--- src/rtl/riscv_core_mem_arbiter.sv ---
// Round-robin arbiter sharing one val/rdy memory port between the instruction and data
// request streams; an in-order tag FIFO steers each response back to its issuer.
module riscv_core_mem_arbiter #(
  parameter int REQ_SZ  = 67,
  parameter int RESP_SZ = 35,
  parameter int MAX_OUT = 4
) (
  input  logic                       clk,
  input  logic                       reset,
  input  logic [REQ_SZ-1:0]          imemreq_msg,
  input  logic                       imemreq_val,
  output logic                       imemreq_rdy,
  output logic [RESP_SZ-1:0]         imemresp_msg,
  output logic                       imemresp_val,
  input  logic [REQ_SZ-1:0]          dmemreq_msg,
  input  logic                       dmemreq_val,
  output logic                       dmemreq_rdy,
  output logic [RESP_SZ-1:0]         dmemresp_msg,
  output logic                       dmemresp_val,
  output logic [REQ_SZ-1:0]          memreq_msg,
  output logic                       memreq_val,
  input  logic                       memreq_rdy,
  input  logic [RESP_SZ-1:0]         memresp_msg,
  input  logic                       memresp_val,
  output logic                       err_resp,
  output logic [$clog2(MAX_OUT):0]   outstanding
);
  localparam int PW = $clog2(MAX_OUT);
  localparam int CW = PW + 1;

  logic [MAX_OUT-1:0] fifo_q;
  logic [PW-1:0]      wr_q, rd_q;
  logic [CW-1:0]      cnt_q, cnt_d;
  logic               last_q, err_q;
  logic               full, empty, gnt, push, pop, head;

  assign full  = (cnt_q == CW'(MAX_OUT));
  assign empty = (cnt_q == '0);

  // gnt: 0 = IMEM, 1 = DMEM. On conflict the requester that did not win last transfer wins.
  assign gnt  = dmemreq_val & (~imemreq_val | ~last_q);
  assign head = fifo_q[rd_q];

  assign memreq_val  = (imemreq_val | dmemreq_val) & ~full & ~reset;
  assign memreq_msg  = (gnt & memreq_val) ? dmemreq_msg : imemreq_msg;
  assign imemreq_rdy = ~gnt & memreq_rdy & memreq_val;
  assign dmemreq_rdy =  gnt & memreq_rdy & memreq_val;
  assign push        = memreq_val & memreq_rdy;

  // A response with nothing outstanding is dropped and only flags the error.
  assign pop          = memresp_val & ~empty & ~reset;
  assign imemresp_val = pop & ~head;
  assign dmemresp_val = pop &  head;
  assign imemresp_msg = memresp_msg;
  assign dmemresp_msg = memresp_msg;

  assign err_resp    = err_q;
  assign outstanding = cnt_q;

  always_comb begin
    cnt_d = cnt_q;
    case ({push, pop})
      2'b10:   cnt_d = cnt_q + CW'(1);
      2'b01:   cnt_d = cnt_q - CW'(1);
      default: cnt_d = cnt_q;
    endcase
  end

  always_ff @(posedge clk or posedge reset) begin
    if (reset) begin
      fifo_q <= '0;
      wr_q   <= '0;
      rd_q   <= '0;
      cnt_q  <= '0;
      last_q <= 1'b0;
      err_q  <= 1'b0;
    end else begin
      if (push) begin
        fifo_q[wr_q] <= gnt;
        wr_q         <= wr_q + PW'(1);
        last_q       <= gnt;
      end
      if (pop) rd_q <= rd_q + PW'(1);
      cnt_q <= cnt_d;
      if (memresp_val && empty) err_q <= 1'b1;
    end
  end
endmodule
--- config.mk ---
export PLATFORM = sky130hd
export DESIGN_NAME = riscv_core_mem_arbiter
export DESIGN_NICKNAME = d
export VERILOG_FILES = /design/src/rtl/riscv_core_mem_arbiter.sv
export SDC_FILE = /design/constraint.sdc
export NUM_CORES = 1
export LEC_CHECK = 0
export CORE_AREA = 8 8 117 119
export CTS_BUF_LIST = sky130_fd_sc_hd__clkbuf_16
export CTS_CLUSTER_DIAMETER = 200
export DETAILED_ROUTE_END_ITERATION = 7
export DIE_AREA = 0 0 125 127
export PLACE_DENSITY_LB_ADDON = 0.3
export RECOVER_POWER = 50
export SLEW_MARGIN = 25
export SYNTH_ARGS = -nofsm -noshare
export SYNTH_HDL_FRONTEND = slang
export SYNTH_SLANG_ARGS = --single-unit
--- constraint.sdc ---
create_clock -name clk -period 2.8 [get_ports clk]
set_input_delay 0.56 -clock clk [delete_from_list [all_inputs] [get_ports clk]]
set_output_delay 0.56 -clock clk [all_outputs]
set_load 0.02 [all_outputs]
==> results of run 1 <==
state kept, by name (all words and copies together) (netlist names):
signal / flops
last_q: 1
outstanding: 3
rd_q: 2
err_resp: 1
fifo_q: 4
wr_q: 2
timing repair:
item	CTS	global route
hold buffers	0	0
pin swaps	0	2
gates resized for setup	128	22
cloned	1	1
buffers inserted	8	1
endpoints found under the hold margin	0	0
setup endpoints to repair	70	32
worst max path at each step:
| stage | start | end | slack (ns) | cells after the start |
|---|---|---|---|---|
| 2_1_floorplan | outstanding[0]$_DFFE_PP0P_ | memreq_msg[23] | 0.37 | 7 |
| 3_3_place_gp | dmemreq_val | memreq_msg[60] | -0.42 | 6 |
| 3_5_place_dp | dmemreq_val | memreq_msg[62] | -0.40 | 6 |
| 4_1_cts | reset | memreq_msg[54] | -0.002 | 7 |
| 5_1_grt | reset | memreq_msg[43] | 0.001 | 7 |
| 6_report | reset | memreq_msg[0] | 0.06 | 7 |
cells by family (layout without fill, tap and decap cells):
group,Yosys count,count (layout)
AOI/OAI and AO/OA,3,3
adders and majority gates,6,6
muxes,75,75
buffers and inverters,85,248
xor gates and xnor gates,6,6
and+or+nand+nor,16,16
DFF,13,13
layer usage:
layer	share of wire	vias to the layer above
li1	-	957
met1	0.34	941
met2	0.52	171
met3	0.13	11
met4	0.0095	0
met5	0	-
area by class of cell:
class,count,share of cell area
Inverter,6,0.00542
Multi-Input combinational cell,106,0.299
Sequential cell,13,0.0782
Clock inverter,1,0.000903
Timing Repair Buffer,238,0.554
Tap cell,147,0.0442
Clock buffer,3,0.0181
metrics by stage:
stage          setup WS (ns)   util  hold slack, ns
5_1_grt              0.00133  0.352           0.490
2_1_floorplan          0.367      -           0.437
3_5_place_dp          -0.403  0.341           0.455
4_1_cts             -0.00187  0.356           0.470
3_3_place_gp          -0.417  0.341           0.443
6_report              0.0553  0.352           0.464
power breakdown:
group / total [W] / internal, W / leakage (nW) / switching (W)
Sequential: 0.000356 / 0.000284 / 0.154 / 0.0000718
Combinational: 0.00129 / 0.000742 / 1.58 / 0.000545
Clock: 0.000262 / 0.000188 / 0.0423 / 0.0000745
worst register-to-register path, cell delays in order (launching register included):
cell and delay [ns]:
dfrtp_1 0.38, or3b_4 0.41, buf_4 0.16, nand3_1 0.13, buf_4 0.16, ha_1 0.19
inv_1 0.06, fa_1 0.37, xor2_1 0.15, nor2_1 0.13, xor2_1 0.16
placed cells by master (no fill, tap or decap), types with 2 or more instances in the layout:
| master | synthesis | final |
|---|---|---|
| clkdlybuf4s50_1 | 0 | 145 |
| mux2_2 | 43 | 43 |
| mux2_4 | 30 | 30 |
| dlygate4sd2_1 | 0 | 26 |
| buf_4 | 70 | 18 |
| clkbuf_2 | 2 | 15 |
| dfrtp_1 | 13 | 13 |
| clkdlybuf4s15_1 | 0 | 13 |
| clkdlybuf4s15_2 | 0 | 9 |
| inv_1 | 6 | 7 |
| ha_1 | 5 | 5 |
| xor2_1 | 4 | 4 |
| nand4_1 | 4 | 4 |
| clkbuf_16 | 0 | 4 |
| buf_12 | 3 | 4 |
| buf_2 | 3 | 3 |
| buf_6 | 1 | 3 |
| nor2_1 | 2 | 2 |
| xnor2_1 | 2 | 2 |
| and2_1 | 2 | 2 |
| nor2b_1 | 2 | 2 |
==> impl_metrics.toml, run 1 <==
[critical_path]
crit_path_end_kind = "primary output"
path_class = "input pin to primary output"
crit_slowest_cell = "mux2_2"
required_ns = 2.24
crit_fanout = 11
critPathMaxStageDelay_ns = 0.34
rrSetupSlack_ns = 0.44
crit_chain = "dlygate4sd2_1, o21ba_4, and3_4, buf_6, clkbuf_16, mux2_2, clkdlybuf4s15_2"
worst_ep_arrival_time_ns = 2.18
cpLargestDelayFamily = "buffers and inverters"
r2r_end = "outstanding[2]$_DFFE_PP0P_"
critPathBufInv = 4
start_kind = "input pin"
rr_startpoint = "outstanding[0]$_DFFE_PP0P_"
r2r_cells = 10

[routing]
firstDrtPassIters = 3
wl_per_cell_um = 19.9
totalWireLength_um = 10200
viasPerCell = 4.05
ant_nets = 0
drt-initial-drc-count = 47
drc_errors = 0
num_vias = 2080

[synth]
yosys-mux-area-fraction = 0.440
synth_largest_area_cell = "buf_4"
synthTopCellsByCount = "70 x buf_4, 43 x mux2_2, 30 x mux2_4"
syn_nets = 385
ys.flop_type = "dfrtp_1"
synth_xor_area_frac = 0.0239
postSynthAreaPerCell_um2 = 10.8
synth-compound-area-share = 0.0114
netlist_area_um2 = 2200
synth_top_family_by_area = "multiplexers"
yosysMostFrequentCell = "buf_4"
ys_async_sr_fraction = 1.00
synth-seq-area-share = 0.148
ys_top_cells_by_area = "buf_4 24%, mux2_2 22%, mux2_4 21%, dfrtp_1 15%, ha_1 2.8%"
ys_ff_latch = 13
synthSimpleGateAreaFrac = 0.0456
ys_warn_count = 0
ys_types = 28
synthAdderAreaFrac = 0.0376
synth_cells = 204
synth_edf_count = 0
yosysTopAreaCellShare = 0.239

[sta]
period_share = 0.980
drv_slew = 0
fin_skew_ns = 0.00312
rsz0062_at_grt = "false"
setup_violations = 0
slew_headroom = 0.659
setup_tns_ns = 0
tightest_slew_ns = 0.510
hold_violations = 0
period_minus_slack_ns = 2.74
clock.fmax_mhz = 364

[finish]
fin_nets = 549
drive_above_1_share = 0.368
area_delta_synth_final_pct = 89.2
register_area_um2 = 325
post-route-cell-area_um2 = 4160
fin_cells = 514
antenna_cells = 0
multiInputGateArea_um2 = 1240
nFillCells = 1243

[global_routing]
top_usage_layer = "met2"
grt_pass1_wl_um = 14600
met1_usage = 0.111
met2_usage = 0.222
grt_overflow = 0
grt_pass1_vias = 2352
track_usage = 0.118
met3_usage = 0.0670
grt_max_degree = 24
antenna_found_initial = 0

[floorplanning]
die_x_um = 125
die_y_um = 127
core-area_um2 = 11800
rows = 40
io_pins = 321
initial_core_util = 0.186
die_area_um2 = 15900

[clocking]
clock_latency_ns = 0.24
cts_htree_levels = 1
cts_root_buffer = "clkbuf_16"
cts_tree = "built"
clockBufferDepth = 2
numCtsBuffers = 3
clock-sinks = 13
clk_pin_slew_ns = 0.04

[hold_path]
hold_start = "err_resp$_DFFE_PP0P_"
min_path_type = "flip-flop to flip-flop"
holdPathEnd = "err_resp$_DFFE_PP0P_"
min_path_cells = 1

[run]
cap_violations = 0

[power]
irDropWorstVdd_v = 0.000433
powerDensity_nw_per_um2 = 458
total_leakage_power_nw = 1.77
finalPower_w = 0.00191

[placed_design]
place_congestion = 0.744
place_inst = 500
place_area_um2 = 4030
dp_hpwl_um = 8740
placement.io_buffers = 215

[status]
outcome = "finished clean"
No activity file was read; power rests on OpenSTA's default activity.
==> run 2, diff against run 1 <==
Settings changed: CAP_MARGIN set to 20.
==> results of run 2 <==
No change in the layout: final DEF, timing and power equal those of run 1.
